**config.mk**
```make
export PLATFORM = sky130hd
export DESIGN_NAME = ball_bounce_multi
export DESIGN_NICKNAME = d
export VERILOG_FILES = /design/src/rtl/ball_bounce_multi.sv
export SDC_FILE = /design/constraint.sdc
export NUM_CORES = 1
export LEC_CHECK = 0
export CAP_MARGIN = 20
export CORE_MARGIN = 4
export CORE_UTILIZATION = 30
export CTS_CLUSTER_SIZE = 10
export DETAILED_ROUTE_END_ITERATION = 8
export HOLD_SLACK_MARGIN = 0.03
export PLACE_DENSITY = 0.43
export RECOVER_POWER = 25
export SLEW_MARGIN = 20
export SYNTH_ARGS = -nofsm -noshare
export SYNTH_HDL_FRONTEND = slang
export SYNTH_SLANG_ARGS = --single-unit
```
**constraint.sdc**
```tcl
create_clock -name i_clk -period 6.8 [get_ports i_clk]
set_input_delay 1.02 -clock i_clk [delete_from_list [all_inputs] [get_ports i_clk]]
set_output_delay 1.02 -clock i_clk [all_outputs]
set_load 0.02 [all_outputs]
```
**src/rtl/ball_bounce_multi.sv**
```systemverilog
// ============================================================================
// Module      : ball_bounce_multi
// Description : NUM_BALLS bouncing square balls, advanced once per frame on the
//               vsync assertion edge and rendered as a registered 3-bit colour.
//               Optional macro BALL_COLLIDE_EN adds a per-frame overlap flag.
// Revision    : 1.0 - initial release
// ============================================================================
`default_nettype none

module ball_bounce_multi #(
    parameter int NUM_BALLS        = 2,
    parameter int BALL_SIZE        = 8,
    parameter int H_ACTIVE         = 640,
    parameter int V_ACTIVE         = 480,
    parameter int VEL_WIDTH        = 4,
    parameter int VSYNC_ACTIVE_LOW = 1
) (
    input  logic       i_clk,
    input  logic       i_rst_n,
    input  logic       i_vsync,
    input  logic       i_visible,
    input  logic [9:0] i_hpos,
    input  logic [9:0] i_vpos,
    output logic [2:0] o_rgb,
    output logic       o_busy,
    output logic       o_collide
);

    localparam int         c_KW     = (NUM_BALLS > 1) ? $clog2(NUM_BALLS) : 1;
    localparam logic [9:0] c_MAX_X  = 10'(H_ACTIVE - BALL_SIZE);
    localparam logic [9:0] c_MAX_Y  = 10'(V_ACTIVE - BALL_SIZE);
    localparam logic [9:0] c_SIZE   = 10'(BALL_SIZE);
    localparam logic       c_VS_POL = (VSYNC_ACTIVE_LOW != 0);
    localparam int         c_VMSB   = VEL_WIDTH - 1;

    typedef enum logic [1:0] {
        S_IDLE  = 2'd0,
        S_UPD_X = 2'd1,
        S_UPD_Y = 2'd2
    } state_t;

    state_t                      r_state;
    state_t                      w_state_next;
    logic [c_KW-1:0]             r_k;
    logic [c_KW-1:0]             w_k_next;
    logic                        w_busy;

    logic                        w_vs_act;
    logic                        r_vs_act_d;
    logic                        w_tick;

    logic [9:0]                  r_x  [NUM_BALLS];
    logic [9:0]                  r_y  [NUM_BALLS];
    logic signed [VEL_WIDTH-1:0] r_vx [NUM_BALLS];
    logic signed [VEL_WIDTH-1:0] r_vy [NUM_BALLS];

    logic                        w_is_y;
    logic [9:0]                  w_pos;
    logic signed [VEL_WIDTH-1:0] w_vel;
    logic signed [VEL_WIDTH-1:0] w_neg_vel;
    logic [9:0]                  w_max;
    logic [VEL_WIDTH-1:0]        w_mag;
    logic [10:0]                 w_sum;
    logic [9:0]                  w_diff;
    logic [9:0]                  w_new_pos;
    logic signed [VEL_WIDTH-1:0] w_new_vel;

    logic [NUM_BALLS-1:0]        w_hit;
    logic [2:0]                  w_col;
    logic [2:0]                  r_rgb;

    // Sync edge detection, normalised to an active-high pulse
    assign w_vs_act = i_vsync ^ c_VS_POL;
    assign w_tick   = w_vs_act & ~r_vs_act_d;

    always_ff @(posedge i_clk or negedge i_rst_n) begin
        if (!i_rst_n) begin
            r_vs_act_d <= 1'b0;
        end else begin
            r_vs_act_d <= w_vs_act;
        end
    end

    always_ff @(posedge i_clk or negedge i_rst_n) begin
        if (!i_rst_n) begin
            r_state <= S_IDLE;
            r_k     <= '0;
        end else begin
            r_state <= w_state_next;
            r_k     <= w_k_next;
        end
    end

    always_comb begin
        w_state_next = r_state;
        w_k_next     = r_k;
        w_busy       = 1'b0;
        case (r_state)
            S_IDLE: begin
                if (w_tick) begin
                    w_state_next = S_UPD_X;
                    w_k_next     = '0;
                end
            end
            S_UPD_X: begin
                w_busy       = 1'b1;
                w_state_next = S_UPD_Y;
            end
            S_UPD_Y: begin
                w_busy = 1'b1;
                if (r_k == c_KW'(NUM_BALLS - 1)) begin
                    w_state_next = S_IDLE;
                end else begin
                    w_k_next     = r_k + 1'b1;
                    w_state_next = S_UPD_X;
                end
            end
            default: w_state_next = S_IDLE;
        endcase
    end

    assign o_busy = w_busy;

    // Select the axis of ball k that the current state is updating
    always_comb begin
        w_is_y = (r_state == S_UPD_Y);
        w_pos  = r_x[0];
        w_vel  = r_vx[0];
        for (int i = 0; i < NUM_BALLS; i++) begin
            if (r_k == c_KW'(i)) begin
                w_pos = w_is_y ? r_y[i]  : r_x[i];
                w_vel = w_is_y ? r_vy[i] : r_vx[i];
            end
        end
        w_max = w_is_y ? c_MAX_Y : c_MAX_X;
    end

    // Wall reflection; the 11-bit sum keeps an overshoot from wrapping
    always_comb begin
        w_neg_vel = -w_vel;
        w_mag     = w_vel[c_VMSB] ? $unsigned(w_neg_vel) : $unsigned(w_vel);
        w_sum     = {1'b0, w_pos} + 11'(w_mag);
        w_diff    = w_pos - 10'(w_mag);
        w_new_vel = w_vel;
        if (!w_vel[c_VMSB] && (w_vel != '0) && (w_sum > {1'b0, w_max})) begin
            w_new_pos = w_max;
            w_new_vel = w_neg_vel;
        end else if (w_vel[c_VMSB] && (w_pos < 10'(w_mag))) begin
            w_new_pos = '0;
            w_new_vel = w_neg_vel;
        end else if (w_vel[c_VMSB]) begin
            w_new_pos = w_diff;
        end else begin
            w_new_pos = w_sum[9:0];
        end
    end

    always_ff @(posedge i_clk or negedge i_rst_n) begin
        if (!i_rst_n) begin
            for (int i = 0; i < NUM_BALLS; i++) begin
                r_x[i]  <= 10'(64 + 128 * i);
                r_y[i]  <= 10'(48 + 96 * i);
                r_vx[i] <= VEL_WIDTH'(i + 1);
                r_vy[i] <= ((i % 2) == 0) ? VEL_WIDTH'(i + 1) : VEL_WIDTH'(-(i + 1));
            end
        end else begin
            for (int i = 0; i < NUM_BALLS; i++) begin
                if (r_k == c_KW'(i)) begin
                    if (r_state == S_UPD_X) begin
                        r_x[i]  <= w_new_pos;
                        r_vx[i] <= w_new_vel;
                    end
                    if (r_state == S_UPD_Y) begin
                        r_y[i]  <= w_new_pos;
                        r_vy[i] <= w_new_vel;
                    end
                end
            end
        end
    end

    // Unsigned wrap makes pixels left of / above a ball fail the range test
    generate
        for (genvar gi = 0; gi < NUM_BALLS; gi++) begin : g_hit
            logic [9:0] w_dx;
            logic [9:0] w_dy;
            assign w_dx      = i_hpos - r_x[gi];
            assign w_dy      = i_vpos - r_y[gi];
            assign w_hit[gi] = (w_dx < c_SIZE) && (w_dy < c_SIZE);
        end
    endgenerate

    always_comb begin
        w_col = 3'd0;
        for (int i = NUM_BALLS - 1; i >= 0; i--) begin
            if (w_hit[i]) begin
                w_col = 3'(i + 1);
            end
        end
    end

    always_ff @(posedge i_clk or negedge i_rst_n) begin
        if (!i_rst_n) begin
            r_rgb <= 3'd0;
        end else begin
            r_rgb <= i_visible ? w_col : 3'd0;
        end
    end

    assign o_rgb = r_rgb;

`ifdef BALL_COLLIDE_EN
    logic r_coll_sticky;
    logic r_collide;
    logic w_multi_hit;

    assign w_multi_hit = i_visible && ($countones(w_hit) >= 2);

    // The flag for the finished frame is latched at the tick, then restarted
    always_ff @(posedge i_clk or negedge i_rst_n) begin
        if (!i_rst_n) begin
            r_coll_sticky <= 1'b0;
            r_collide     <= 1'b0;
        end else if (w_tick && (r_state == S_IDLE)) begin
            r_collide     <= r_coll_sticky;
            r_coll_sticky <= 1'b0;
        end else if (w_multi_hit) begin
            r_coll_sticky <= 1'b1;
        end
    end

    assign o_collide = r_collide;
`else
    assign o_collide = 1'b0;
`endif

endmodule

`default_nettype wire
```
Yosys cells after proc, flatten, opt, wreduce, memory -nomap -nowiden
Index checks and enable logic that the tools add are counted.

cells by class
  add/sub/neg operators = 8
  order comparisons = 6
  equality and inequality tests = 3
  mux-type cells = 23
  bitwise gates (word level) = 4
  reduce and logical (&&, ||, !) cells = 15

operators by type and width
  cell                                                                           count
  10-bit 2-to-1 mux                                                              7
  10-bit by 4-bit less-than comparator with 1-bit output, second input constant  4
  10-bit subtractor                                                              4
  4-bit 2-to-1 mux                                                               6
  10-bit by 4-bit adder with 11-bit output                                       1
  11-bit by 10-bit greater-than comparator with 1-bit output                     1
  10-bit by 4-bit less-than comparator with 1-bit output                         1
  2-bit AND reduction                                                            5
  10-bit by 4-bit subtractor with 10-bit output                                  1
  3-bit 2-to-1 mux                                                               2
  2-bit one-hot mux with 3 select lines                                          1
  1-bit logical AND                                                              5
  1-bit 2-to-1 mux                                                               4
  2-bit 2-to-1 mux                                                               2
  4-bit negation                                                                 1
  4-bit nonzero test                                                             1
  1-bit inverter                                                                 3
  2-bit by 1-bit equality test with 1-bit output, second input constant          1
  2-bit equality test, second input constant                                     1
  2-bit zero test                                                                1
  2-bit inequality test, second input constant                                   1
  1-bit one-hot mux with 2 select lines                                          1
  2-bit nonzero test                                                             1
  2-bit OR reduction                                                             1
  3 further kinds                                                                3

storage, ports and cells
  register bits after elaboration = 63
  input port bits = 24
  output and inout bits = 5
  word-level logic and storage cells = 71

Logic depth before layout (Yosys ltp)
Gate-level depths: netlist of the first run.

  depth after elaboration = 9
  mapped depth = 22
  mapped depth without buffers = 19

Least setup slack after synthesis of the first run
Ideal clock, no wire load.

  path type = register -> register
  start = reg r_state[0]
  end = reg r_y[16] (netlist bit)
  library setup time = 0.132 ns
  arrival time = 4.948 ns
  required time = 6.668 ns
  slack = 1.720 ns
  cell stages (with the launch flop) = 22
  path buffers = 4
  clock period less this slack = 5.080 ns
  cells stage by stage = dfrtp_1 -> inv_1 -> ha_1 -> buf_6 -> mux4_2 -> clkbuf_1 -> clkbuf_1 -> nand2_1 -> xnor2_1 -> ha_1 -> clkbuf_1 -> a21oi_1 -> a21oi_1 -> o2111ai_1 -> or2_2 -> xor2_1 -> ha_1 -> a221oi_1 -> o31a_2 -> nor2_2 -> a311oi_2 -> o21ai_1

on the way
  longest elaborated chain between the ends = 9
  elaborated cells between the ends (all ways) = 23
  those cells by class = add/sub: 3; order compare: 2; eq/ne: 1; mux: 11; reduce/logical: 6

ends and longest elaborated chain
  item                                                                                RTL line  RTL
  start, declared                                                                     42        state_t r_state;
  start signal, assigned                                                              89        r_state <= w_state_next;
  2-bit equality test *                                                               126       w_is_y = (r_state == S_UPD_Y);
  named net w_is_y                                                                    57        logic w_is_y;
  4-bit 2-to-1 mux                                                                    132       w_vel = w_is_y ? r_vy[i] : r_vx[i];
  4-bit 2-to-1 mux                                                                    130       if (r_k == c_KW'(i)) begin
  4-bit negation                                                                      140       w_neg_vel = -w_vel;
  4-bit 2-to-1 mux                                                                    141       w_mag = w_vel[c_VMSB] ? $unsigned(w_neg_vel) : $unsigned(w_vel);
  10-bit by 4-bit adder with 11-bit output (tied with other cells)                    142       w_sum = {1'b0, w_pos} + 11'(w_mag);
  11-bit by 10-bit greater-than comparator with 1-bit output (tied with other cells)  145       if (!w_vel[c_VMSB] && (w_vel != '0) && (w_sum > {1'b0, w_max})) begin
  1-bit logical AND / 10-bit 2-to-1 mux (equally long branches)                       145, 148
  10-bit 2-to-1 mux                                                                   145
  end signal, assigned by index                                                       162       r_y[i] <= 10'(48 + 96 * i);
  end signal, assigned by index                                                       174       r_y[i] <= w_new_pos;
  end, declared                                                                       53        logic [9:0] r_y [NUM_BALLS];

Mark *: on every way through the listed nets, which the timed path passes. The rest lies on a longest branch.
A chain may end at the register's enable or synchronous reset.

Worst setup path after layout of the first run
  start = reg r_state[0]
  end = reg r_y[6] (netlist bit)

Same word-level chain as after synthesis.

==> results.txt, run 1 <==
The flow ran to the end, but the final reports show violations. The checks that failed: capacitance limit, slew limit. The number of antenna violations at the first check in global routing is 0. The total wirelength of the detailed-routed design came out at 12900 µm. The number of hold buffers added after CTS was 0. The total setup buffers inserted after CTS came out at 0. The type of the setup path with the least slack is flip-flop to flip-flop. CTS built an H-tree with a depth of 3. In the post-synthesis netlist, the biggest area contributors are sky130_fd_sc_hd__dfrtp_1 25%, sky130_fd_sc_hd__ha_1 13%, sky130_fd_sc_hd__dfstp_2 7.0%.

Counting both buffers and inverters, the worst setup path holds a total of 3. The setup slack at placement came out at about 1.3 ns. The final hold violation count came to 0. The residual overflow from global routing came out at 0. The post-route fraction of the period consumed by the critical path came out at 0.814. The clock reaches the later pin of the worst-skew pair after 0.33 ns. Setup repair after global routing left no endpoint under its margin. The via count of the first global-routing pass came out at 3976. The TritonCTS clock tree is done. The largest buffer count on any clock path is 2.

The maximum clock frequency came out at 181 MHz. Once the clock tree was built, the resizer swapped 0 gates to a different size. The initial standard-cell utilization of the core is 0.307. The final worst setup slack is 1.26 ns. Counting flops and latches in the post-synthesis netlist gives 62. The average wire per cell in the routed design came out at 16.6 µm.

The top cell type by total area after synthesis is sky130_fd_sc_hd__dfrtp_1. The worst endpoint data arrival time is 5.72 ns. The maximum single-stage delay on the critical path is 0.61 ns. The critical path required time came out at 6.98 ns. The pin count of the biggest net entering global routing is 63.

The clock arrives with about 0.0084 ns of skew. The layout net count is 634. Among all flip-flop cells after synthesis, the most frequent one is sky130_fd_sc_hd__dfrtp_1. The total power consumption of the routed design came out at 1.20 mW. The number of top-level pins is 29. The critical-path maximum fanout is 21. The cell count after synthesis is 539. In the final layout, the share of cells above drive strength 1 is 0.115. The number of clock buffers inserted by TritonCTS came out at 9. The most used cell along the critical path is sky130_fd_sc_hd__ha_1.

In this run the power density over the cells is 212 mW/mm². Detailed placement ended at an HPWL of approximately 10000 µm. The final instance area came out at between 0.005 and 0.006 mm². The height of the die came out at 136 µm.

In this run the remaining antenna-violating nets after routing total 0. Ranked by instance count, the synthesized netlist is headed by 70 x sky130_fd_sc_hd__nand2_1, 49 x sky130_fd_sc_hd__dfrtp_1, 49 x sky130_fd_sc_hd__ha_1, 48 x sky130_fd_sc_hd__inv_1, 38 x sky130_fd_sc_hd__o21ai_0. The critical path ends at r_y[6]$_DFFE_PN0P_. The global-route wire length before repair is 21400 µm. The final core area utilization is 0.356. Among cell families on the critical path, the largest total delay comes from compound AO/OA/AOI/OAI gates. The core region is 0.0159 mm². The flop-to-flop setup slack is 1.26 ns.

The number of enable-type register cells in the synthesized netlist is 0. The global placement routability congestion is 0.790. In this run the number of cells on the critical path is 20. During placement, the flow inserted port buffers numbering 26.

The total negative setup slack came out at 0 ns. The max capacitance violation total came out at 1. The final non-filler cell total came out at 780.

The cell area after synthesis came out at 0.00488 mm². The slowest stage of the critical path is the sky130_fd_sc_hd__mux4_2 cell. The average via count per standard cell came out at between 4 and 5. The initial DRC count came out at ~130.

The final-report max-slew violation count is 63. CTS placed an instance of sky130_fd_sc_hd__clkbuf_16 at the clock tree root. The maximum vdd drop is 0.182 mV. The total iterations of the first detailed-routing run is 4. The path category of the worst min-delay check is flip-flop to flip-flop. The area fraction of the dominant cell type after synthesis is 0.251.

The worst register-to-register path ends at r_y[6]$_DFFE_PN0P_. STA classifies the critical path startpoint as a flip-flop. Setup violations remaining at the end of the flow were counted as 0. The layout overhead on the synthesized area is 15.8%. In the synthesized netlist the async set-or-reset flop fraction comes to 1.00. The distinct cell type count of the synthesized netlist is 65. The number of placed cells counting well taps is 764. The worst-case hold slack came out at 0.365 ns.

For the pin with the worst max-slew slack, the measured transition is 3.47 ns. Measured along the x axis, the die boundary spans between 100 and 150 µm. The standard cell area after detailed placement is approximately 0.0053 mm². 0 antenna diodes ended up in the layout.

The number of cells on the worst reg-to-reg path came out at 20. The post-synthesis area per instance came out at approximately 9 µm². Summed over all cells, the static leakage comes to 2.23 nW. Tracing the worst setup path back leads to its startpoint at r_state[0]$_DFFE_PN0P_. The startpoint of the worst register-to-register path is r_state[0]$_DFFE_PN0P_. The time the final worst path needs with I/O delays and setup is 5.54 ns. The worst relative slew slack is -1.32. The total die area is 0.0184 mm².

The clock transition at the register clock pins on the worst setup and hold paths after CTS came out at ~0.050 ns. The proportion of synthesized chip area in sequential cells is 0.321. By instance count, the leading cell after synthesis is sky130_fd_sc_hd__nand2_1. The nature of the critical path endpoint is a flip-flop. Clock tree synthesis found a total of 62 sinks.

The total number of vias is 3856. For this run, design rule violations remaining after detail routing come to 0. The warning count from the yosys run came out at 0.

The number of placement rows came out at 46. The global-route usage over all layers is 0.150. Traced cell by cell, the critical path runs through inv_1 -> ha_1 -> buf_4 -> mux4_2 -> or2_2 -> nand2_1 -> xnor2_1 -> ha_1 -> a21oi_1 -> a21oi_1 -> o2111ai_1 -> or2_2 -> xor2_1 -> ha_1 -> nand3_1 -> inv_1 -> a311o_1 -> nor2_2 -> a311oi_2 -> o21ai_1.
[final cells by class]
cell class / instances / area, µm²
multi-input cells: 409 / 3050
flip-flops and latches: 62 / 1570
inverters: 48 / 180
well taps: 216 / 270
clock buffers: 12 / 246
repair buffers: 29 / 274
clock inverters: 4 / 70.1
fillers: 1685 / 10200
[sequential cells by signal (all words and copies together) (netlist names)]
| register | count |
|---|---|
| o_rgb | 2 |
| r_k | 1 |
| r_state | 2 |
| r_vs_act_d | 1 |
| r_vx | 8 |
| r_vy | 8 |
| r_x | 20 |
| r_y | 20 |
[report_power, final]
part	internal, mW	total [mW]	switching [mW]
Clock	0.330	0.493	0.164
Sequential	0.378	0.400	0.0221
Combinational	0.110	0.305	0.196
Total	0.817	1.20	0.382
[per-layer routing]
layer | vias to the layer above | global-route usage | share of wire
met5 | - | 0 | 0
met4 | 0 | 0.0314 | 0.0088
met3 | 8 | 0.0349 | 0.030
met2 | 48 | 0.246 | 0.48
met1 | 1831 | 0.203 | 0.48
li1 | 1969 | - | -
[how the worst min path moves through the flow]
stage / from / end / slack, ns / depth (start not counted)
6_report: r_vy[4]$_DFFE_PN1P_ / r_vy[4]$_DFFE_PN1P_ / 0.37 / 0
4_1_cts: r_vy[4]$_DFFE_PN1P_ / r_vy[4]$_DFFE_PN1P_ / 0.37 / 0
5_1_grt: r_vy[4]$_DFFE_PN1P_ / r_vy[4]$_DFFE_PN1P_ / 0.37 / 0
2_1_floorplan: r_vy[4]$_DFFE_PN1P_ / r_vy[4]$_DFFE_PN1P_ / 0.43 / 1
3_5_place_dp: r_vy[4]$_DFFE_PN1P_ / r_vy[4]$_DFFE_PN1P_ / 0.36 / 0
3_3_place_gp: r_vy[4]$_DFFE_PN1P_ / r_vy[4]$_DFFE_PN1P_ / 0.36 / 0
[placed cells by master, fill, tap and decap left out, types with 4 or more instances in the layout]
cell | Yosys | routed
sky130_fd_sc_hd__mux2i_1 | 7 | 7
sky130_fd_sc_hd__o21ai_1 | 19 | 19
sky130_fd_sc_hd__o21a_1 | 4 | 4
sky130_fd_sc_hd__inv_1 | 48 | 48
sky130_fd_sc_hd__a21oi_1 | 13 | 13
sky130_fd_sc_hd__dfstp_2 | 13 | 13
sky130_fd_sc_hd__nor3_1 | 14 | 14
sky130_fd_sc_hd__nand3_1 | 11 | 11
sky130_fd_sc_hd__a21o_1 | 14 | 14
sky130_fd_sc_hd__mux4_2 | 13 | 13
sky130_fd_sc_hd__a31oi_1 | 8 | 8
sky130_fd_sc_hd__nand2_1 | 70 | 70
sky130_fd_sc_hd__clkbuf_16 | 0 | 9
sky130_fd_sc_hd__xnor2_1 | 18 | 18
sky130_fd_sc_hd__mux2_2 | 4 | 4
sky130_fd_sc_hd__o31ai_1 | 4 | 4
sky130_fd_sc_hd__dfrtp_1 | 49 | 49
sky130_fd_sc_hd__clkdlybuf4s50_1 | 0 | 24
sky130_fd_sc_hd__a2111oi_0 | 4 | 4
sky130_fd_sc_hd__nor2_1 | 23 | 23
sky130_fd_sc_hd__ha_1 | 49 | 49
sky130_fd_sc_hd__nand2b_1 | 10 | 8
sky130_fd_sc_hd__o21ai_0 | 38 | 38
sky130_fd_sc_hd__xor2_1 | 16 | 16
[kinds of logic after synthesis]
group | after synthesis | share of synthesized area
buffers and inverters | 69 | 0.0567
AO/OA/AOI/OAI | 138 | 0.186
adder cells (fa/ha/maj) | 51 | 0.134
multiplexers | 24 | 0.0836
other | 1 | 0.000768
flip-flops | 62 | 0.321
AND/OR/NAND/NOR | 160 | 0.157
XOR/XNOR | 34 | 0.0610
(Power assumes the default switching activity.)
==> run 2: changes to the inputs <==
Settings changed: PLACE_DENSITY 0.43 to 0.44.
Clock period 6.8 ns to 4.9 ns, I/O delays scaled along.
==> run 2 against run 1 <==
  * The run still ends with capacitance limit, slew limit left
  * First-iteration DRC count grew 50%
  * Hold slack lost 0.00068 ns
  * Worst setup slack lost 1.1 ns
  * Non-clock buffer count grew 24
  * Global-route usage grew 0.19 points
==> results.txt, run 2 (same netlist as run 1, synthesis figures left out) <==
The largest registers in the layout are r_x (20), r_y (20). The standard cell core area is around 0.016 mm². The leakage power of the design came out at 2.37 nW. The first global-routing pass estimated 21600 µm of wire.

The global-route usage over all layers came out at 0.152. The maximum clock frequency is 213 MHz. The total wirelength of the detailed-routed design came out at 13500 µm.

The clock period could shrink to between 4 and 5 ns. The final worst setup slack came out at just under 0.2 ns. The worst relative slew slack came out at -1.33. Dividing total power by cell area gives a power density of between 200 and 300 mW/mm². The CTS H-tree depth came out at 3. The number of buffers added to fix hold violations after cts came out at 0. The worst endpoint data arrival time came out at between 4 and 5 ns.

The final reports fail on capacitance limit, slew limit. The height of the die came out at 136 µm. The maximum vdd drop is 0.325 mV. The final hold violation count came out at 0.

The number of diodes is 0. The element type at the critical path start is a flip-flop. The number of placement rows came out at 46. The detailed-placement wirelength estimate is between 10000 and 15000 µm. After clock tree synthesis, the clock-pin slew on the worst setup and hold paths is approximately 0.050 ns. TritonCTS built the clock tree. The largest buffer count on any clock path came out at 2. The pin count of the biggest net entering global routing came out at 63. The via count of the first global-routing pass is 4071. The critical-path maximum fanout came out at 6. The number of placed cells counting well taps came out at roughly 780. The number of top-level pins is 29. The flow ran to the end, but the final reports show violations. The final-report max-slew violation count is 63.

The number of antenna violations at the first check in global routing came out at 0. Routability-driven placement finished with a final weighted congestion of 0.835. The critical path is of the flip-flop to flip-flop type.

The initial DRC count came out at 191. The average wire per cell in the routed design is 16.8 µm. The layout net count came out at roughly 660. The residual DRC count came out at 0.

The cell at the root of the clock tree is sky130_fd_sc_hd__clkbuf_16. After detailed routing, the number of vias per cell comes to 5.03. The count of buffer and inverter cells on the critical path is 2. The layout overhead on the synthesized area is 21.1%. The proportion of layout cells with a drive suffix above 1 is 0.182. The library cell used most frequently in the layout, excluding fill and tap cells, is sky130_fd_sc_hd__nand2_1. The max capacitance violation total is 1. For this run, the detailed router's first-pass iteration total came to 5. The number of clock buffers inserted by TritonCTS is 9.

The horizontal die dimension is 136 µm. The worst-margin pin slew is 3.49 ns. The min-delay analysis places its worst path in the category flip-flop to flip-flop. The count of buffers from port buffering came out at 26.

The total number of vias is 4036. The largest single stage delay on the critical path is between 0.5 and 0.6 ns. Leaving out fill and tap cells, the most frequent cells in the layout are 69 x sky130_fd_sc_hd__nand2_1, 49 x sky130_fd_sc_hd__dfrtp_1, 47 x sky130_fd_sc_hd__inv_1, 47 x sky130_fd_sc_hd__ha_1, 36 x sky130_fd_sc_hd__o21ai_0.

The count of nets left with antenna violations after detail routing is 0. Setup violations remaining at the end of the flow were counted as 0. The post-route fraction of the period consumed by the critical path came out at 0.959. Summed over all layers, the global routing overflow is 0. The signal on the critical path passes through inv_2 -> ha_4 -> mux4_2 -> or2_2 -> nand2_2 -> xnor2_2 -> ha_4 -> nand3_2 -> a21oi_2 -> o2111ai_2 -> or2_2 -> xor2_1 -> ha_1 -> nand3_2 -> inv_1 -> a311o_2 -> o211ai_1 -> a21boi_2 -> o21ai_1. Excluding fillers, the count of instances in the completed layout stands at around 800.

The clock latency of the later-clocked register in the worst-skew pair came out at 0.34 ns. For this design, the slowest cell found on the critical path is sky130_fd_sc_hd__mux4_2. The total die area came out at 0.0184 mm².

The final clock skew is between 0.007 and 0.008 ns. The sink count of the clock tree came out at between 60 and 70. In this design, the largest share of critical-path delay is due to compound AO/OA/AOI/OAI gates. The initial standard-cell utilization of the core is 0.307.

For the worst setup path, the data required time is 5.08 ns. The worst setup path is captured at a flip-flop. OpenSTA, run right after detailed placement, puts the worst setup slack at -0.0173 ns. The flop-to-flop setup slack is roughly 0.20 ns.
[run 2: cell count changes in the layout (fill, tap and decap cells not counted), moves of 2 or more]
cell / before / now
sky130_fd_sc_hd__nor3_2: 2 / 4
sky130_fd_sc_hd__o21ai_1: 19 / 21
sky130_fd_sc_hd__a21oi_2: 0 / 3
sky130_fd_sc_hd__ha_4: 0 / 2
sky130_fd_sc_hd__o21ai_0: 38 / 36
sky130_fd_sc_hd__buf_4: 2 / 26
sky130_fd_sc_hd__bufinv_16: 2 / 0
sky130_fd_sc_hd__a21oi_1: 13 / 10
sky130_fd_sc_hd__nor3_1: 14 / 12
sky130_fd_sc_hd__nand3_1: 11 / 9
sky130_fd_sc_hd__ha_1: 49 / 47
sky130_fd_sc_hd__nand3_2: 0 / 2
[run 2: layout make-up]
class / instances / area (µm²)
Timing Repair Buffer: 53 / 454
Inverter: 48 / 180
Fill cell: 1633 / 9970
Multi-Input combinational cell: 409 / 3170
Sequential cell: 62 / 1570
Tap cell: 216 / 270
Clock inverter: 2 / 10.0
Clock buffer: 13 / 260
[run 2: report_power, final]
| group | total, mW | switching, mW | internal, mW |
|---|---|---|---|
| registers | 0.540 | 0.0139 | 0.526 |
| logic | 0.492 | 0.308 | 0.184 |
| clock network | 0.592 | 0.227 | 0.365 |
[run 2: worst paths after layout]
kind | startpoint | end | depth (start not counted)
worst min-delay path | r_vy[4]$_DFFE_PN1P_ | r_vy[4]$_DFFE_PN1P_ | 0
worst min register to register | r_vy[4]$_DFFE_PN1P_ | r_vy[4]$_DFFE_PN1P_ | 0
worst max-delay path | r_state[0]$_DFFE_PN0P_ | r_x[5]$_DFFE_PN0P_ | 19
max in group asynchronous | i_rst_n | r_x[17]$_DFFE_PN0P_ | 2
min in group asynchronous | i_rst_n | r_vy[0]$_DFFE_PN0P_ | 2
worst max register to register | r_state[0]$_DFFE_PN0P_ | r_x[5]$_DFFE_PN0P_ | 19
[run 2: repair_timing]
action / CTS / global route
setup endpoints to repair: 16 / 52
pin swaps: 1 / 10
gates resized for setup: 2 / 24
buffers inserted: 2 / 9
[run 2: through the flow]
| step | cell area (µm²) | hold WS (ns) | util | power [mW] | setup TNS [ns] |
|---|---|---|---|---|---|
| 3_5_place_dp | 5440 | 0.358 | 0.342 | 1.02 | -0.0294 |
| 2_1_floorplan | 4890 | 0.426 | - | 0.860 | 0 |
| 4_1_cts | 5720 | 0.366 | 0.360 | 1.63 | -0.00647 |
| 5_1_grt | 5910 | 0.367 | 0.372 | 1.71 | -0.0308 |
| 6_report | 5910 | 0.364 | 0.372 | 1.62 | 0 |
| 3_3_place_gp | 5430 | 0.363 | 0.342 | 1.01 | 0 |
[run 2: metal layers]
| layer | vias to the layer above | track usage | share of wire | routed length, µm |
|---|---|---|---|---|
| li1 | 2003 | - | - | - |
| met1 | 1965 | 0.206 | 0.48 | 6470 |
| met2 | 51 | 0.244 | 0.47 | 6280 |
| met3 | 17 | 0.0364 | 0.034 | 463 |
| met4 | 0 | 0.0403 | 0.018 | 246 |
| met5 | - | 0 | 0 | 0 |
